## src/rtl/axis_pkg.sv

```systemverilog
// Shared AXI-Stream definitions: checksum FSM state encoding, default width
// and the valid/ready handshake helper.
package axis_pkg;

    typedef enum logic {
        ST_PASS = 1'b0,
        ST_CSUM = 1'b1
    } csum_state_e;

    localparam int CSUM_W_DEFAULT = 8;

    function automatic logic fire(input logic valid, input logic ready);
        return valid & ready;
    endfunction

endpackage

```

## src/rtl/axis_out_reg.sv

```systemverilog
// Single-entry AXI-Stream output register. It takes a new beat whenever it is
// free (empty, or its current beat is leaving) and holds its payload while stalled.
module axis_out_reg #(
    parameter int W = 8
) (
    input  logic         clk_i,
    input  logic         rst_ni,
    input  logic         load_i,
    input  logic [W-1:0] data_i,
    input  logic         keep_i,
    input  logic         last_i,
    input  logic         ready_i,
    output logic         free_o,
    output logic         valid_o,
    output logic [W-1:0] data_o,
    output logic         keep_o,
    output logic         last_o
);

    logic         valid_q;
    logic [W-1:0] data_q;
    logic         keep_q;
    logic         last_q;

    assign free_o = !valid_q || ready_i;

    always_ff @(posedge clk_i or negedge rst_ni) begin
        if (!rst_ni) begin
            valid_q <= 1'b0;
            data_q  <= '0;
            keep_q  <= 1'b0;
            last_q  <= 1'b0;
        end else if (free_o) begin
            valid_q <= load_i;
            if (load_i) begin
                data_q <= data_i;
                keep_q <= keep_i;
                last_q <= last_i;
            end
        end
    end

    assign valid_o = valid_q;
    assign data_o  = data_q;
    assign keep_o  = keep_q;
    assign last_o  = last_q;

endmodule

```

## src/rtl/axis_checksum_append.sv

```systemverilog
// Forwards every input beat unchanged and appends a two's-complement checksum beat
// after each packet. Define AXIS_CSUM_PKT_CNT_EN to add the pkt_count output.
module axis_checksum_append
    import axis_pkg::*;
#(
    parameter int data_bits = CSUM_W_DEFAULT
) (
    input  logic                 axis_clk,
    input  logic                 axis_resetn,
    input  logic [data_bits-1:0] s_axis_tdata,
    input  logic                 s_axis_tkeep,
    input  logic                 s_axis_tlast,
    input  logic                 s_axis_tvalid,
    output logic                 s_axis_tready,
    output logic [data_bits-1:0] m_axis_tdata,
    output logic                 m_axis_tkeep,
    output logic                 m_axis_tlast,
    output logic                 m_axis_tvalid,
`ifdef AXIS_CSUM_PKT_CNT_EN
    output logic [15:0]          pkt_count,
`endif
    input  logic                 m_axis_tready
);

    localparam int CSUM_W = data_bits;

    csum_state_e       state_q, state_d;
    logic [CSUM_W-1:0] acc_q, acc_d;
    logic [CSUM_W-1:0] sum;
    logic              out_free;
    logic              in_fire;
    logic              ld;
    logic [CSUM_W-1:0] ld_data;
    logic              ld_keep;
    logic              ld_last;

    // Combinational from m_axis_tready: no skid buffer behind the output register.
    assign s_axis_tready = (state_q == ST_PASS) && out_free && axis_resetn;
    assign in_fire       = fire(s_axis_tvalid, s_axis_tready);
    assign sum           = s_axis_tkeep ? acc_q + s_axis_tdata : acc_q;

    always_ff @(posedge axis_clk or negedge axis_resetn) begin
        if (!axis_resetn) begin
            state_q <= ST_PASS;
            acc_q   <= '0;
        end else begin
            state_q <= state_d;
            acc_q   <= acc_d;
        end
    end

    always_comb begin
        state_d = state_q;
        acc_d   = acc_q;
        ld      = 1'b0;
        ld_data = s_axis_tdata;
        ld_keep = s_axis_tkeep;
        ld_last = 1'b0;
        case (state_q)
            ST_PASS: begin
                if (in_fire) begin
                    ld    = 1'b1;
                    acc_d = sum;
                    if (s_axis_tlast) state_d = ST_CSUM;
                end
            end
            ST_CSUM: begin
                if (out_free) begin
                    ld      = 1'b1;
                    ld_data = ~acc_q + CSUM_W'(1);
                    ld_keep = 1'b1;
                    ld_last = 1'b1;
                    acc_d   = '0;
                    state_d = ST_PASS;
                end
            end
        endcase
    end

    axis_out_reg #(.W(CSUM_W)) u_out_reg (
        .clk_i   (axis_clk),
        .rst_ni  (axis_resetn),
        .load_i  (ld),
        .data_i  (ld_data),
        .keep_i  (ld_keep),
        .last_i  (ld_last),
        .ready_i (m_axis_tready),
        .free_o  (out_free),
        .valid_o (m_axis_tvalid),
        .data_o  (m_axis_tdata),
        .keep_o  (m_axis_tkeep),
        .last_o  (m_axis_tlast)
    );

`ifdef AXIS_CSUM_PKT_CNT_EN
    logic [15:0] pkt_count_q;

    always_ff @(posedge axis_clk or negedge axis_resetn) begin
        if (!axis_resetn) begin
            pkt_count_q <= '0;
        end else if (fire(m_axis_tvalid, m_axis_tready) && m_axis_tlast) begin
            pkt_count_q <= pkt_count_q + 16'd1;
        end
    end

    assign pkt_count = pkt_count_q;
`endif

endmodule

```

## config.mk

```make
export PLATFORM = sky130hd
export DESIGN_NAME = axis_checksum_append
export DESIGN_NICKNAME = d
export VERILOG_FILES = /design/src/rtl/axis_pkg.sv /design/src/rtl/axis_out_reg.sv /design/src/rtl/axis_checksum_append.sv
export SDC_FILE = /design/constraint.sdc
export NUM_CORES = 1
export LEC_CHECK = 0
export CAP_MARGIN = 10
export CORE_UTILIZATION = 47
export CTS_CLUSTER_SIZE = 12
export DETAILED_ROUTE_END_ITERATION = 6
export GPL_TIMING_DRIVEN = 0
export PLACE_DENSITY_LB_ADDON = 0.08
export SLEW_MARGIN = 30
export SYNTH_ARGS = -nofsm -noshare
export SYNTH_HDL_FRONTEND = slang
export SYNTH_SLANG_ARGS = --single-unit
```

## constraint.sdc

```tcl
create_clock -name axis_clk -period 6.41 [get_ports axis_clk]
set_clock_uncertainty 0.15 [all_clocks]
set_input_delay 1.282 -clock axis_clk [delete_from_list [all_inputs] [get_ports axis_clk]]
set_output_delay 1.282 -clock axis_clk [all_outputs]
set_load 0.005 [all_outputs]
```

==> flow_summary.toml <==
[setup_path]
worstSetupEndpointType = "primary output"
cpMostUsedCell = "sky130_fd_sc_hd__clkdlybuf4s50_1"
cell_type_of_the_slowest_stage_on_the_worst_timing_path = "sky130_fd_sc_hd__clkdlybuf4s50_1"
worstPathRequired_ns = 4.98
critical_path.max_fanout = 5
critical_path.cell_chain = "clkdlybuf4s50_1 > nor2b_1 > nor2_1 > and2_1 > clkdlybuf4s50_1"
timing.critical_path.slowest_cell_delay_ns = 0.43
critical_path.top_delay_family = "buffers and inverters"
critical_path_launch_point_type = "input port"
worst-setup-path-type = "in2out"
cp.buffers_inverters = 2
timing.critical_path.arrival_ns = 2.67

[timing]
min_period_over_period_pct = 64.0
final_max_slew_viol_count = 0
timing.final.ws_setup_ns = 2.31
fmaxAchievable_mhz = 244
max-slew-margin-rel_pct = 60.9
timing.setup.tns_ns = 0
timing.final.crit_period_ns = 4.10
hold_viol = 0
worst_slew_pin_slew_ns = 0.587
setup-violations-final = 0
grt_setup_unrepaired = "no"

[power_and_ir_drop]
share_seq_of_total_power_pct = 33.9
cellLeakagePower_nw = 0.704
clkPwrFrac_pct = 16.8
power.density_nw_per_um2 = 395
switchingPower_mw = 0.243
combinational_share_of_power_pct = 49.4
p_int_mw = 0.394
power.ir.vdd_worst_uv = 261
sw_frac_of_total_pct = 38.1
total_power_mw = 0.637

[synth]
postSynth.asyncResetShare_pct = 100
netlist.area_leader.share_pct = 39.3
syn_nets = 162
post_synth_instance_area_sq_um = 1270
yosys_most_used_dff = "sky130_fd_sc_hd__dfrtp_1"
ys_ff_latch = 20
syn_avg_cell_area_sq_um = 9.17
synth_cells = 139
yosysWarnings = 0
synthTopCellsByArea = "sky130_fd_sc_hd__dfrtp_1, sky130_fd_sc_hd__nand2_1, sky130_fd_sc_hd__ha_1"
synth.largest_area_cell = "sky130_fd_sc_hd__dfrtp_1"
synth.distinct_cells = 34
synth_edf_count = 0
seq_area_frac_synth_pct = 39.3

[placement]
post-place-ws_ns = 2.31
placement.cell_area_sq_um = 1560
hpwl_um = 2140
port_buffers = 25
place_congestion = 0.793

[routing]
final_wl_um = 2730
detailroute.via_count = 1076
vias_per_inst = 5.43
drt.antenna.violating_nets = 0
detail_route.iter0.violations = 10
drtPass1Iterations = 4
post-route-drc-count = 0
wl_per_cell_um = 13.8

[global_route]
antenna_found_initial = 0
gr-usage-all-layers_pct = 21.8
first_global_vias = 1009
overflow_left_after_global_routing = 0
maximum_number_of_pins_on_one_net_before_global_route_repair = 25
first_pass_grt_wire_length_um = 4440

[clock_network]
clk_root_buffer_cell = "sky130_fd_sc_hd__clkbuf_4"
clock_insertion_delay_worst_skew_ns = 0.31
holdBufCountCts = 0
tritoncts = "built"
clock-sinks = 20
cts.repair_timing.setup_buffer_count = 0
numCtsBuffers = 3
cts_max_path_buffers = 2
post_cts_clock_slew_at_the_launch_and_capture_registers_of_the_worst_setup_and_hold_paths_ns = 0.12
h_tree_depth = 1
cts_repair_resize_count = 0

[layout]
final_util_pct = 63.8
fin_area_sq_um = 1610
layout-drive-gt1-share_pct = 10.1
synthesis_to_layout_area_growth_pct = 26.3
final_net_count = 192
most-common-layout-cells = "sky130_fd_sc_hd__nand2_1, sky130_fd_sc_hd__clkdlybuf4s50_1, sky130_fd_sc_hd__dfrtp_1"
most_common_cell_after_layout_fill_and_taps_aside = "sky130_fd_sc_hd__nand2_1"
diode_count = 0

[die]
ios = 26
chipWidth_um = 54.1
start_util_pct = 50.5
design.die.area_sq_um = 2930
fp-row-count = 18
core_area_sq_um = 2520
die_y_um = 54.1

[flow_run]
cap_violations = 0

[hold_path]
hold_path.class = "reg2reg"

[status]
result_of_the_run = "complete, no violations"
-- worst reg2reg max path, delay by kind of cell (launching register included) --
kind / cells / cell delay [ns]
AO/OA/AOI/OAI: 4 / 0.76
adder cells (fa/ha/maj): 2 / 0.67
flip-flops: 1 / 0.48
XOR/XNOR: 1 / 0.17
-- metrics by stage --
| step | cells | hold WS (ns) |
|---|---|---|
| after floorplan | 139 | 0.321 |
| after global placement | 194 | 0.309 |
| after detailed placement | 194 | 0.319 |
| after CTS | 198 | 0.348 |
| after global routing | 198 | 0.368 |
| final | 198 | 0.343 |
-- area by class of cell --
type | instances | area (sq um)
fill | 232 | 912
clock buffer | 3 | 22.5
buffer | 6 | 30.0
inverter | 4 | 15.0
clock inverter | 1 | 30.0
timing repair buffer | 25 | 245
sequential | 20 | 500
multi-input combinational | 109 | 729
tap | 30 | 37.5
-- power groups by stage --
stage               Sequential (mW)  Clock (mW)  Combinational, mW
floorplan                     0.210           0              0.227
global placement              0.217           0              0.305
detailed placement            0.220           0              0.315
CTS                           0.217       0.108              0.317
global route                  0.225       0.112              0.353
finish                        0.216       0.107              0.314
-- layer usage --
metal / up-vias / track usage, % / routed length (um)
li1: 544 / - / -
met1: 501 / 27.6 / 1300
met2: 24 / 36.2 / 1280
met3: 7 / 2.82 / 104
met4: 0 / 10.7 / 48
met5: - / 0 / 0
-- sequential cells by signal (all words and copies together), names as in the netlist --
signal,count
acc_q,8
state_q,1
u_out_reg.data_o,8
u_out_reg.keep_o,1
u_out_reg.last_o,1
u_out_reg.valid_o,1
-- cell usage after synthesis, types with 2 or more instances --
master                     number
sky130_fd_sc_hd__dfrtp_1       20
sky130_fd_sc_hd__a21o_2         2
sky130_fd_sc_hd__a211oi_1       2
sky130_fd_sc_hd__xor2_1         4
sky130_fd_sc_hd__inv_1          4
sky130_fd_sc_hd__o21ai_1        2
sky130_fd_sc_hd__a21oi_1        5
sky130_fd_sc_hd__ha_1           8
sky130_fd_sc_hd__nor2_1         5
sky130_fd_sc_hd__nand3_1        2
sky130_fd_sc_hd__nand2_1       32
sky130_fd_sc_hd__buf_2          3
sky130_fd_sc_hd__o31ai_1        4
sky130_fd_sc_hd__mux2i_1        7
sky130_fd_sc_hd__xnor2_1        6
sky130_fd_sc_hd__or3_1          2
sky130_fd_sc_hd__nor3_1         3
sky130_fd_sc_hd__o21ai_0       12
-- cells by family after synthesis --
family	count (synthesis)	synth area share, %
muxes	7	5.50
xor gates and xnor gates	10	6.87
buffers and inverters	10	3.53
and+or+nand+nor	51	17.7
AOI/OAI and AO/OA	32	17.8
DFF	20	39.3
adders and majority gates	9	9.42
-- final timing paths --
path / startpoint / to / slack [ns] / cells past startpoint
max: m_axis_tready / s_axis_tready / 2.31 / 5
min: u_out_reg.data_o[4] / u_out_reg.data_o[4] / 0.34 / 2
max reg2reg: acc_q[0] / acc_q[6] / 4.06 / 7
min reg2reg: u_out_reg.data_o[4] / u_out_reg.data_o[4] / 0.34 / 2
max in group asynchronous: axis_resetn / acc_q[4] / 5.02 / 1
min in group asynchronous: axis_resetn / u_out_reg.last_o / 0.76 / 1
No activity file was read; power rests on OpenSTA's default activity.
